[config.mk]
export PLATFORM = sky130hd
export DESIGN_NAME = pio_irq_ctrl
export DESIGN_NICKNAME = d
export VERILOG_FILES = /design/src/rtl/pio_pkg.sv /design/src/rtl/pio_irq_wait.sv /design/src/rtl/pio_irq_ctrl.sv
export SDC_FILE = /design/constraint.sdc
export NUM_CORES = 1
export LEC_CHECK = 0
export CORE_MARGIN = 3
export CORE_UTILIZATION = 34
export DETAILED_ROUTE_END_ITERATION = 6
export PLACE_DENSITY = 0.67
export SYNTH_ARGS = -nofsm -noshare
export SYNTH_HDL_FRONTEND = slang
export SYNTH_HIERARCHICAL = 1
export SYNTH_SLANG_ARGS = --single-unit
[constraint.sdc]
create_clock -name clk -period 3.66 [get_ports clk]
set_input_delay 1.098 -clock clk [delete_from_list [all_inputs] [get_ports clk]]
set_output_delay 1.098 -clock clk [all_outputs]
set_load 0.05 [all_outputs]
[src/rtl/pio_pkg.sv]
// pio_pkg
//   Shared definitions for the PIO IRQ flag controller: SM IRQ opcodes, host
//   register addresses, flag index width and the per-SM wait FSM states.
package pio_pkg;

  localparam int FLAG_IDX_W = 3;
  localparam int N_FLAGS    = 8;

  typedef enum logic [1:0] {
    IRQ_OP_SET  = 2'd0,
    IRQ_OP_CLR  = 2'd1,
    IRQ_OP_WAIT = 2'd2,
    IRQ_OP_RSVD = 2'd3
  } irq_op_e;

  localparam logic [1:0] HOST_ADDR_FLAGS = 2'd0;
  localparam logic [1:0] HOST_ADDR_INTE  = 2'd1;
  localparam logic [1:0] HOST_ADDR_INTF  = 2'd2;
  localparam logic [1:0] HOST_ADDR_INTS  = 2'd3;

  typedef enum logic {
    ST_IDLE = 1'b0,
    ST_WAIT = 1'b1
  } wait_state_e;

  function automatic logic [N_FLAGS-1:0] idx_to_mask(input logic [FLAG_IDX_W-1:0] idx);
    logic [N_FLAGS-1:0] m;
    m      = '0;
    m[idx] = 1'b1;
    return m;
  endfunction

endpackage

[src/rtl/pio_irq_wait.sv]
// pio_irq_wait
//   Per-SM IRQ instruction handler: resolves the effective flag index
//   (relative indexing rotates the low two bits by the SM number), turns a
//   request into set/clear masks and holds the SM stalled while its
//   SET+WAIT flag stays set.
// Ports
//   clk, reset      clock, async active-low reset
//   sm_en           SM enabled; low aborts a pending wait
//   sm_req          one-cycle IRQ instruction strobe
//   sm_op, sm_idx   opcode and raw flag index
//   sm_rel          relative indexing
//   flags           registered flag vector from the top
//   set_mask        flags this SM sets this cycle
//   clr_mask        flags this SM clears this cycle
//   sm_stall        SM must hold its PC
//
// state   | meaning
// --------+-----------------------------------------------------------
// ST_IDLE | no wait pending; stall only combinationally on a SET+WAIT
// ST_WAIT | stalled until flags[widx_q] reads 0 or the SM is disabled
module pio_irq_wait
  import pio_pkg::*;
#(
  parameter int SM_ID = 0
) (
  input  logic                  clk,
  input  logic                  reset,
  input  logic                  sm_en,
  input  logic                  sm_req,
  input  logic [1:0]            sm_op,
  input  logic [FLAG_IDX_W-1:0] sm_idx,
  input  logic                  sm_rel,
  input  logic [N_FLAGS-1:0]    flags,
  output logic [N_FLAGS-1:0]    set_mask,
  output logic [N_FLAGS-1:0]    clr_mask,
  output logic                  sm_stall
);

  localparam logic [1:0] SM_OFS = 2'(SM_ID);

  wait_state_e           state_q, state_d;
  logic [FLAG_IDX_W-1:0] widx_q, widx_d;
  logic [FLAG_IDX_W-1:0] eff_idx;

  always_ff @(posedge clk or negedge reset) begin
    if (!reset) begin
      state_q <= ST_IDLE;
      widx_q  <= '0;
    end else begin
      state_q <= state_d;
      widx_q  <= widx_d;
    end
  end

  always_comb begin
    eff_idx  = sm_rel ? {sm_idx[2], sm_idx[1:0] + SM_OFS} : sm_idx;
    state_d  = state_q;
    widx_d   = widx_q;
    set_mask = '0;
    clr_mask = '0;
    sm_stall = 1'b0;
    case (state_q)
      ST_IDLE: begin
        if (sm_req) begin
          case (sm_op)
            IRQ_OP_SET: set_mask = idx_to_mask(eff_idx);
            IRQ_OP_CLR: clr_mask = idx_to_mask(eff_idx);
            IRQ_OP_WAIT: begin
              set_mask = idx_to_mask(eff_idx);
              if (sm_en) begin
                state_d  = ST_WAIT;
                widx_d   = eff_idx;
                sm_stall = 1'b1;
              end
            end
            default: ;
          endcase
        end
      end
      ST_WAIT: begin
        // Release in the same cycle the registered flag reads clear.
        if (!sm_en || !flags[widx_q]) begin
          state_d = ST_IDLE;
        end else begin
          sm_stall = 1'b1;
        end
      end
      default: state_d = ST_IDLE;
    endcase
  end

endmodule

[src/rtl/pio_irq_ctrl.sv]
// pio_irq_ctrl
//   Shared PIO IRQ flag register with SM set/clear/wait handling, host
//   W1C/read access and masking of flags[3:0] onto system interrupt lines.
// Ports
//   clk, reset        clock, async active-low reset
//   sm_en/req/op/idx/rel   per-SM IRQ instruction inputs (packed per SM)
//   sm_stall          per-SM stall
//   host_we/re/addr/wdata  host access: 0 FLAGS(W1C) 1 INTE 2 INTF 3 INTS(RO)
//   host_rdata        registered read data
//   flags             current flag register
//   irq_out           registered system interrupt lines
module pio_irq_ctrl
  import pio_pkg::*;
#(
  parameter int NUM_SM    = 4,
  parameter int NUM_FLAGS = 8,
  parameter int NUM_LINES = 2
) (
  input  logic                   clk,
  input  logic                   reset,
  input  logic [NUM_SM-1:0]      sm_en,
  input  logic [NUM_SM-1:0]      sm_req,
  input  logic [2*NUM_SM-1:0]    sm_op,
  input  logic [3*NUM_SM-1:0]    sm_idx,
  input  logic [NUM_SM-1:0]      sm_rel,
  output logic [NUM_SM-1:0]      sm_stall,
  input  logic                   host_we,
  input  logic                   host_re,
  input  logic [1:0]             host_addr,
  input  logic [31:0]            host_wdata,
  output logic [31:0]            host_rdata,
  output logic [NUM_FLAGS-1:0]   flags,
  output logic [NUM_LINES-1:0]   irq_out
);

  localparam int INT_W = 4 * NUM_LINES;

  logic [NUM_FLAGS-1:0] flags_q, flags_d;
  logic [INT_W-1:0]     inte_q, inte_d;
  logic [INT_W-1:0]     intf_q, intf_d;
  logic [31:0]          rdata_q, rdata_d;
  logic [NUM_LINES-1:0] irq_q, irq_d;
  logic [INT_W-1:0]     ints;
  logic [NUM_FLAGS-1:0] set_mask, clr_mask;
  logic [NUM_FLAGS-1:0] sm_set [NUM_SM];
  logic [NUM_FLAGS-1:0] sm_clr [NUM_SM];
  logic                 wdata_unused;

  // Upper write-data bits are only meaningful for some NUM_LINES values.
  assign wdata_unused = ^host_wdata;

  for (genvar g = 0; g < NUM_SM; g++) begin : g_sm
    pio_irq_wait #(.SM_ID(g)) u_wait (
      .clk      (clk),
      .reset    (reset),
      .sm_en    (sm_en[g]),
      .sm_req   (sm_req[g]),
      .sm_op    (sm_op[2*g +: 2]),
      .sm_idx   (sm_idx[3*g +: 3]),
      .sm_rel   (sm_rel[g]),
      .flags    (flags_q),
      .set_mask (sm_set[g]),
      .clr_mask (sm_clr[g]),
      .sm_stall (sm_stall[g])
    );
  end

  always_comb begin
    set_mask = '0;
    clr_mask = '0;
    for (int i = 0; i < NUM_SM; i++) begin
      set_mask = set_mask | sm_set[i];
      clr_mask = clr_mask | sm_clr[i];
    end
    if (host_we && host_addr == HOST_ADDR_FLAGS) begin
      clr_mask = clr_mask | host_wdata[NUM_FLAGS-1:0];
    end
    // Set is applied last so it wins over any clear on the same bit.
    flags_d = (flags_q & ~clr_mask) | set_mask;
  end

  always_comb begin
    inte_d = inte_q;
    intf_d = intf_q;
    if (host_we && host_addr == HOST_ADDR_INTE) inte_d = host_wdata[INT_W-1:0];
    if (host_we && host_addr == HOST_ADDR_INTF) intf_d = host_wdata[INT_W-1:0];
  end

  always_comb begin
    ints  = '0;
    irq_d = '0;
    for (int k = 0; k < NUM_LINES; k++) begin
      ints[4*k +: 4] = (flags_q[3:0] | intf_q[4*k +: 4]) & inte_q[4*k +: 4];
      irq_d[k]       = |ints[4*k +: 4];
    end
  end

  // Reads use the registered values, so a same-cycle write is not yet visible.
  always_comb begin
    rdata_d = rdata_q;
    if (host_re) begin
      case (host_addr)
        HOST_ADDR_FLAGS: rdata_d = 32'(flags_q);
        HOST_ADDR_INTE:  rdata_d = 32'(inte_q);
        HOST_ADDR_INTF:  rdata_d = 32'(intf_q);
        default:         rdata_d = 32'(ints);
      endcase
    end
  end

  always_ff @(posedge clk or negedge reset) begin
    if (!reset) begin
      flags_q <= '0;
      inte_q  <= '0;
      intf_q  <= '0;
      rdata_q <= '0;
      irq_q   <= '0;
    end else begin
      flags_q <= flags_d;
      inte_q  <= inte_d;
      intf_q  <= intf_d;
      rdata_q <= rdata_d;
      irq_q   <= irq_d;
    end
  end

  assign flags      = flags_q;
  assign host_rdata = rdata_q;
  assign irq_out    = irq_q;

endmodule

---- Word-level counts from Yosys, hierarchy flattened ----
Cells that the tools add are included.
operators by class
  add/sub/neg operators ................... 3
  multipliers ............................. 0
  divide/modulo/power cells ............... 0
  magnitude comparators ................... 12
  equality and inequality tests ........... 10
  shift-type cells ........................ 0
  multiplexer cells ....................... 65
  bitwise gates (word level) .............. 18
  reduce and logical (&&, ||, !) cells .... 34
operators with widths
  operator                                                                             count
  8-bit 2-to-1 mux                                                                     25
  8-bit bitwise OR                                                                     8
  3-bit by 4-bit < comparator with 1-bit output, second input constant                 8
  1-bit 2-to-1 mux                                                                     24
  8-bit one-hot mux with 3 select lines                                                1
  4-bit AND reduction                                                                  4
  1-bit binary-select mux with 3-bit select                                            4
  1-bit demux with 3-bit select                                                        4
  3-bit by 1-bit greater-or-equal comparator with 1-bit output, second input constant  4
  2-bit by 1-bit == test with 1-bit output, second input constant                      5
  2-bit == test, second input constant                                                 5
  2-bit logical NOT                                                                    5
  4-bit AND                                                                            2
  8-bit AND                                                                            1
  1-bit logical NOT                                                                    8
  8-bit inverter                                                                       1
  4-bit bitwise OR                                                                     2
  1-bit one-hot mux with 2 select lines                                                4
  2-bit OR reduction                                                                   4
  4-bit OR reduction                                                                   2
  1-bit logical AND                                                                    7
  2-bit 2-to-1 mux                                                                     3
  2-bit adder, second input constant                                                   2
  1-bit logical OR                                                                     4
  2 further kinds                                                                      5
word-level totals
  flip-flop bits (word level) ............. 74
  bits in latches ......................... 0
  RAM bits ................................ 0
  bits in read-only memories .............. 0
  bits of input ports ..................... 70
  output and inout bits ................... 46
  word-level logic and storage cells ...... 155
  memories kept ........................... 0

---- Longest topological paths before layout ----
Gate-level depths: netlist of the first run.
  depth after elaboration ................. 17
  depth in mapped cells ................... 7

---- By module ----
Netlist of the first run, hierarchy kept.
by module, submodules not included
  module                          times used  cells an instance  area an instance (µm²)
  pio_irq_ctrl                    1           179                1835.5
  pio_irq_wait at g_sm[3].u_wait  1           52                 475.5
  pio_irq_wait at g_sm[1].u_wait  1           53                 419.2
  pio_irq_wait at g_sm[2].u_wait  1           42                 351.6
  pio_irq_wait at g_sm[0].u_wait  1           40                 344.1

---- Least setup slack after synthesis of the first run ----
Ideal clock, no wire load.
  path type ............................... input to output
  start ................................... in sm_op[6]
  end ..................................... out sm_stall[3]
  arrival ................................. 2.179 ns
  slack ................................... 0.383 ns
  cell stages on the path ................. 4
  buffers on the path ..................... 1
  cells stage by stage .................... or3b_1 > buf_6 > nor2_8 > a31o_1
on the way
  word-level cells in the longest chain between the ends .. 4
RTL lines
  what                                   RTL line            source
  start, declared                        pio_irq_ctrl.sv:23  input logic [2*NUM_SM-1:0] sm_op,
  2-bit == test                          pio_irq_wait.sv:65  case (sm_op)
  1-bit 2-to-1 mux                       pio_irq_wait.sv:65
  1-bit 2-to-1 mux                       pio_irq_wait.sv:64  if (sm_req) begin
  1-bit one-hot mux with 2 select lines  pio_irq_wait.sv:62  case (state_q)
  end, declared                          pio_irq_ctrl.sv:26  output logic [NUM_SM-1:0] sm_stall,
No other way between the ends.

---- Worst setup path after layout of the first run ----
  start ................................... in sm_req[3]
  end ..................................... out sm_stall[3]
on the way
  word-level cells in the longest chain between the ends .. 2
RTL lines
  what                                   RTL line            source
  start, declared                        pio_irq_ctrl.sv:22  input logic [NUM_SM-1:0] sm_req,
  1-bit 2-to-1 mux                       pio_irq_wait.sv:64
  1-bit one-hot mux with 2 select lines  pio_irq_wait.sv:62
No other way between the ends.

==> implementation parameters, run 1 <==
Parameter                              Value

Die
  Top-Level Pins    around 120
  Placement Rows    36
  Starting density of the core    35.0%
  Width of the die    106 um
  Die Area    ~11000 um^2
  Area of the core    9770 um^2
  Die Ht    106 um

Yosys
  Share of async-settable or async-resettable flops after synthesis    100%
  Top cell type by total area after synthesis    sky130_fd_sc_hd__dfrtp_1
  Sequential share of the synthesized area    between 30% and 40%
  Netlist area before placement    3430 um^2
  Cell with the most instances after synthesis    sky130_fd_sc_hd__dfrtp_1
  Mapped Avg Cell Area    9.36 um^2
  Number of storage elements in the synthesis netlist    50
  Number of synthesized flops with an enable pin    0
  Number of warnings printed during yosys synthesis    6
  Cell count after synthesis    366
  Area share of the largest cell type after synthesis    36.5%
  Dominant cells by area after synthesis    sky130_fd_sc_hd__dfrtp_1, sky130_fd_sc_hd__mux2_2, sky130_fd_sc_hd__nor2_1
  Top flip-flop cell by instance count after synthesis    sky130_fd_sc_hd__dfrtp_1
  Leading cell types by count after synthesis    sky130_fd_sc_hd__dfrtp_1, sky130_fd_sc_hd__nor2_1, sky130_fd_sc_hd__nor3_1, sky130_fd_sc_hd__nand2_1
  Count of unique library cells instantiated by Yosys    between 40 and 50

GRT
  Number of antenna violations at the first check in global routing    0
  Maximum number of pins on one net before global-route repair    35
  Overall global routing resource usage    17.3%
  Gr ovfl total    0
  Vias in the first global route    2938
  First-pass GRT wire length    15600 um

Finish
  Layout Utilization    about 44%
  Layout overhead on the synthesized area    25.1%
  Number of standard cells in the layout, taps in and fillers out    between 500 and 600
  Fraction of final layout cells with drive strength greater than 1    between 15 and 20%
  Antenna diode count    0
  Total Nets Final    508

Clocking
  Resized Gates After CTS    0
  Clock-pin slew on the worst setup and hold paths    ~0.090 ns
  Maximum clock path buffer count    2
  Setup fix buffers added after clock tree synthesis    0
  TritonCTS buffer count    5
  TritonCTS clock tree    done
  Root Buffer Master    sky130_fd_sc_hd__clkbuf_8
  Later-pin clock latency in the skew report    0.30 ns
  Count of H-tree levels built during CTS    2
  # clock sinks    50
  Count of hold-fix buffers inserted at cts    0

Power
  Worst VDD drop    0.000241 V
  Static power due to leakage    between 0.0015 and 0.002 uW
  PwrDens    460 nW/um^2
  Power Total    1970 uW

Timing
  Setup violations, final    0
  Final hold viol count    0
  Highest attainable clock frequency    280 MHz
  Setup TNS Final    0 ns
  Worst hold margin    0.531 ns
  Slew Limit Headroom    62.5%
  Final worst clock skew    0.0122 ns
  RSZ-0062 raised after global routing    false
  Measured slew at the worst slew-check pin    0.560 ns
  Period utilization    97.5%
  Final number of max-transition violations    0
  Final worst path period need    between 3 and 4 ns

Worst setup path
  Crit path arrival time    2.47 ns
  CP Cell Sequence    clkdlybuf4s50_1 -> or3b_1 -> nor2_8 -> a31o_1 -> buf_12
  Setup crit end kind    primary output
  Master of the slowest instance on the critical path    sky130_fd_sc_hd__clkdlybuf4s50_1
  Critical path data required time    ~2.6 ns
  Critical register-to-register path endpoint    flags[1]
  Kind of start point of the critical path    input pin
  Path depth of the worst reg2reg path    6
  Critical R2R Launch    g_sm[1].u_wait/state_q
  Largest fanout of any net on the critical path    2
  Max incr delay on CP    roughly 0.46 ns
  Reg2reg setup slack    1.93 ns
  Class of the most critical setup path    in -> out

Job
  Number of max-capacitance violations reported    0

Detailed routing
  Post-detailed-routing wire length    9700 um
  Number of nets with antenna violations after routing    0
  DRC violation total after the first TritonRoute iteration    150
  Pre-antenna DRT Iters    4
  Number of vias after detailed routing    2988
  Post-DR wirelength/cell    17.0 um
  Vias per cell    5.22
  Post-route DRC violation count    0

Run status
  Status    finished, final reports clean

Worst hold path
  Startpoint of the worst hold path    intf_q[6]
  WHS Path Cells    1
  Worst hold endpoint    intf_q[6]
  Worst hold path class    reg -> reg

Place
  Placed insts    564
  Final weighted congestion in routability-driven placement    0.919
  Port Buf Inserts    66
  Total half-perimeter wirelength after legalization and detailed placement    7490 um
-- cells by family (layout without fill, tap and decap cells) --
family / after synthesis / after routing / share of synthesized area, %
AOI/OAI and AO/OA: 51 / 51 / 10.6
xor gates and xnor gates: 8 / 8 / 2.48
buffers and inverters: 45 / 95 / 8.62
DFF: 50 / 50 / 36.5
muxes: 40 / 40 / 15.1
other: 1 / 24 / 0.109
and+or+nand+nor: 171 / 171 / 26.6
-- critical path: cells and delay by family --
family                 cells  cell delay [ns]
AOI/OAI and AO/OA          1             0.17
and+or+nand+nor            2             0.59
buffers and inverters      2             0.61
-- final cells by class --
class / instances / area [um^2]
fillers: 995 / 5490
multi-input cells: 294 / 1970
flip-flops and latches: 50 / 1250
repair buffers: 76 / 771
well taps: 133 / 166
clock buffers: 5 / 68.8
inverters: 11 / 41.3
clock inverters: 3 / 21.3
-- cells in the final DEF (no fill, tap or decap), types with 4 or more instances in the layout --
| cell | n |
|---|---|
| sky130_fd_sc_hd__buf_12 | 4 |
| sky130_fd_sc_hd__and3_1 | 11 |
| sky130_fd_sc_hd__nand2_1 | 26 |
| sky130_fd_sc_hd__nand3b_1 | 5 |
| sky130_fd_sc_hd__nor4bb_1 | 4 |
| sky130_fd_sc_hd__clkbuf_8 | 5 |
| sky130_fd_sc_hd__nand2b_1 | 13 |
| sky130_fd_sc_hd__dfrtp_1 | 50 |
| sky130_fd_sc_hd__mux2_1 | 4 |
| sky130_fd_sc_hd__mux2_2 | 24 |
| sky130_fd_sc_hd__nor4_1 | 18 |
| sky130_fd_sc_hd__inv_1 | 10 |
| sky130_fd_sc_hd__a21bo_2 | 4 |
| sky130_fd_sc_hd__mux2_4 | 4 |
| sky130_fd_sc_hd__mux2i_1 | 4 |
| sky130_fd_sc_hd__nor2_1 | 49 |
| sky130_fd_sc_hd__o311a_1 | 4 |
| sky130_fd_sc_hd__xnor2_1 | 4 |
| sky130_fd_sc_hd__o32ai_1 | 7 |
| sky130_fd_sc_hd__a31o_1 | 4 |
| sky130_fd_sc_hd__buf_4 | 10 |
| sky130_fd_sc_hd__conb_1 | 24 |
| sky130_fd_sc_hd__clkdlybuf4s50_1 | 61 |
| sky130_fd_sc_hd__o21ai_0 | 24 |
| sky130_fd_sc_hd__nor3_1 | 31 |
-- through the flow --
stage,instance area (um^2),setup slack (ns)
global route,4290,0.0440
global placement,4200,0.0939
CTS,4290,0.0805
detailed placement,4200,0.0853
finish,4290,0.0911
floorplan,3510,0.383
-- per-layer routing --
metal	vias to the layer above	routed length [um]	global-route usage [%]
met5	-	0	0
met4	0	93	3.42
met3	8	596	3.10
met2	99	4500	27.9
met1	1448	4500	24.3
li1	1433	-	-
-- where the power goes --
part           switching, uW  internal, uW  leakage (uW)  total (uW)
clock network            191           135     0.0000441         326
logic                    469           349       0.00112         818
registers                156           670      0.000598         826
-- state kept, by name (all words and copies together) (netlist names) --
name and count:
g_sm.u_wait/state_q 4, g_sm.u_wait/widx_q 12, irq_out 2, inte_q 8, host_rdata 8, intf_q 8, flags 8
-- worst max path at each step --
stage              start     endpoint  depth (start not counted)
2_1_floorplan   sm_op[6]  sm_stall[3]                          4
3_3_place_gp   sm_req[3]  sm_stall[3]                          5
3_5_place_dp   sm_req[3]  sm_stall[3]                          5
4_1_cts        sm_req[3]  sm_stall[3]                          5
5_1_grt        sm_req[1]  sm_stall[1]                          5
6_report       sm_req[3]  sm_stall[3]                          5
(Power assumes the default switching activity.)
==> run 2: changes to the inputs <==
--- a/config.mk
+++ b/config.mk
@@ -9,6 +9,7 @@
 export CORE_UTILIZATION = 34
 export DETAILED_ROUTE_END_ITERATION = 6
 export PLACE_DENSITY = 0.67
+export SKIP_CTS_REPAIR_TIMING = 1
 export SYNTH_ARGS = -nofsm -noshare
 export SYNTH_HDL_FRONTEND = slang
 export SYNTH_HIERARCHICAL = 1
==> results of run 2 <==
The final DEF is identical to that of run 1; final timing and power are the same.
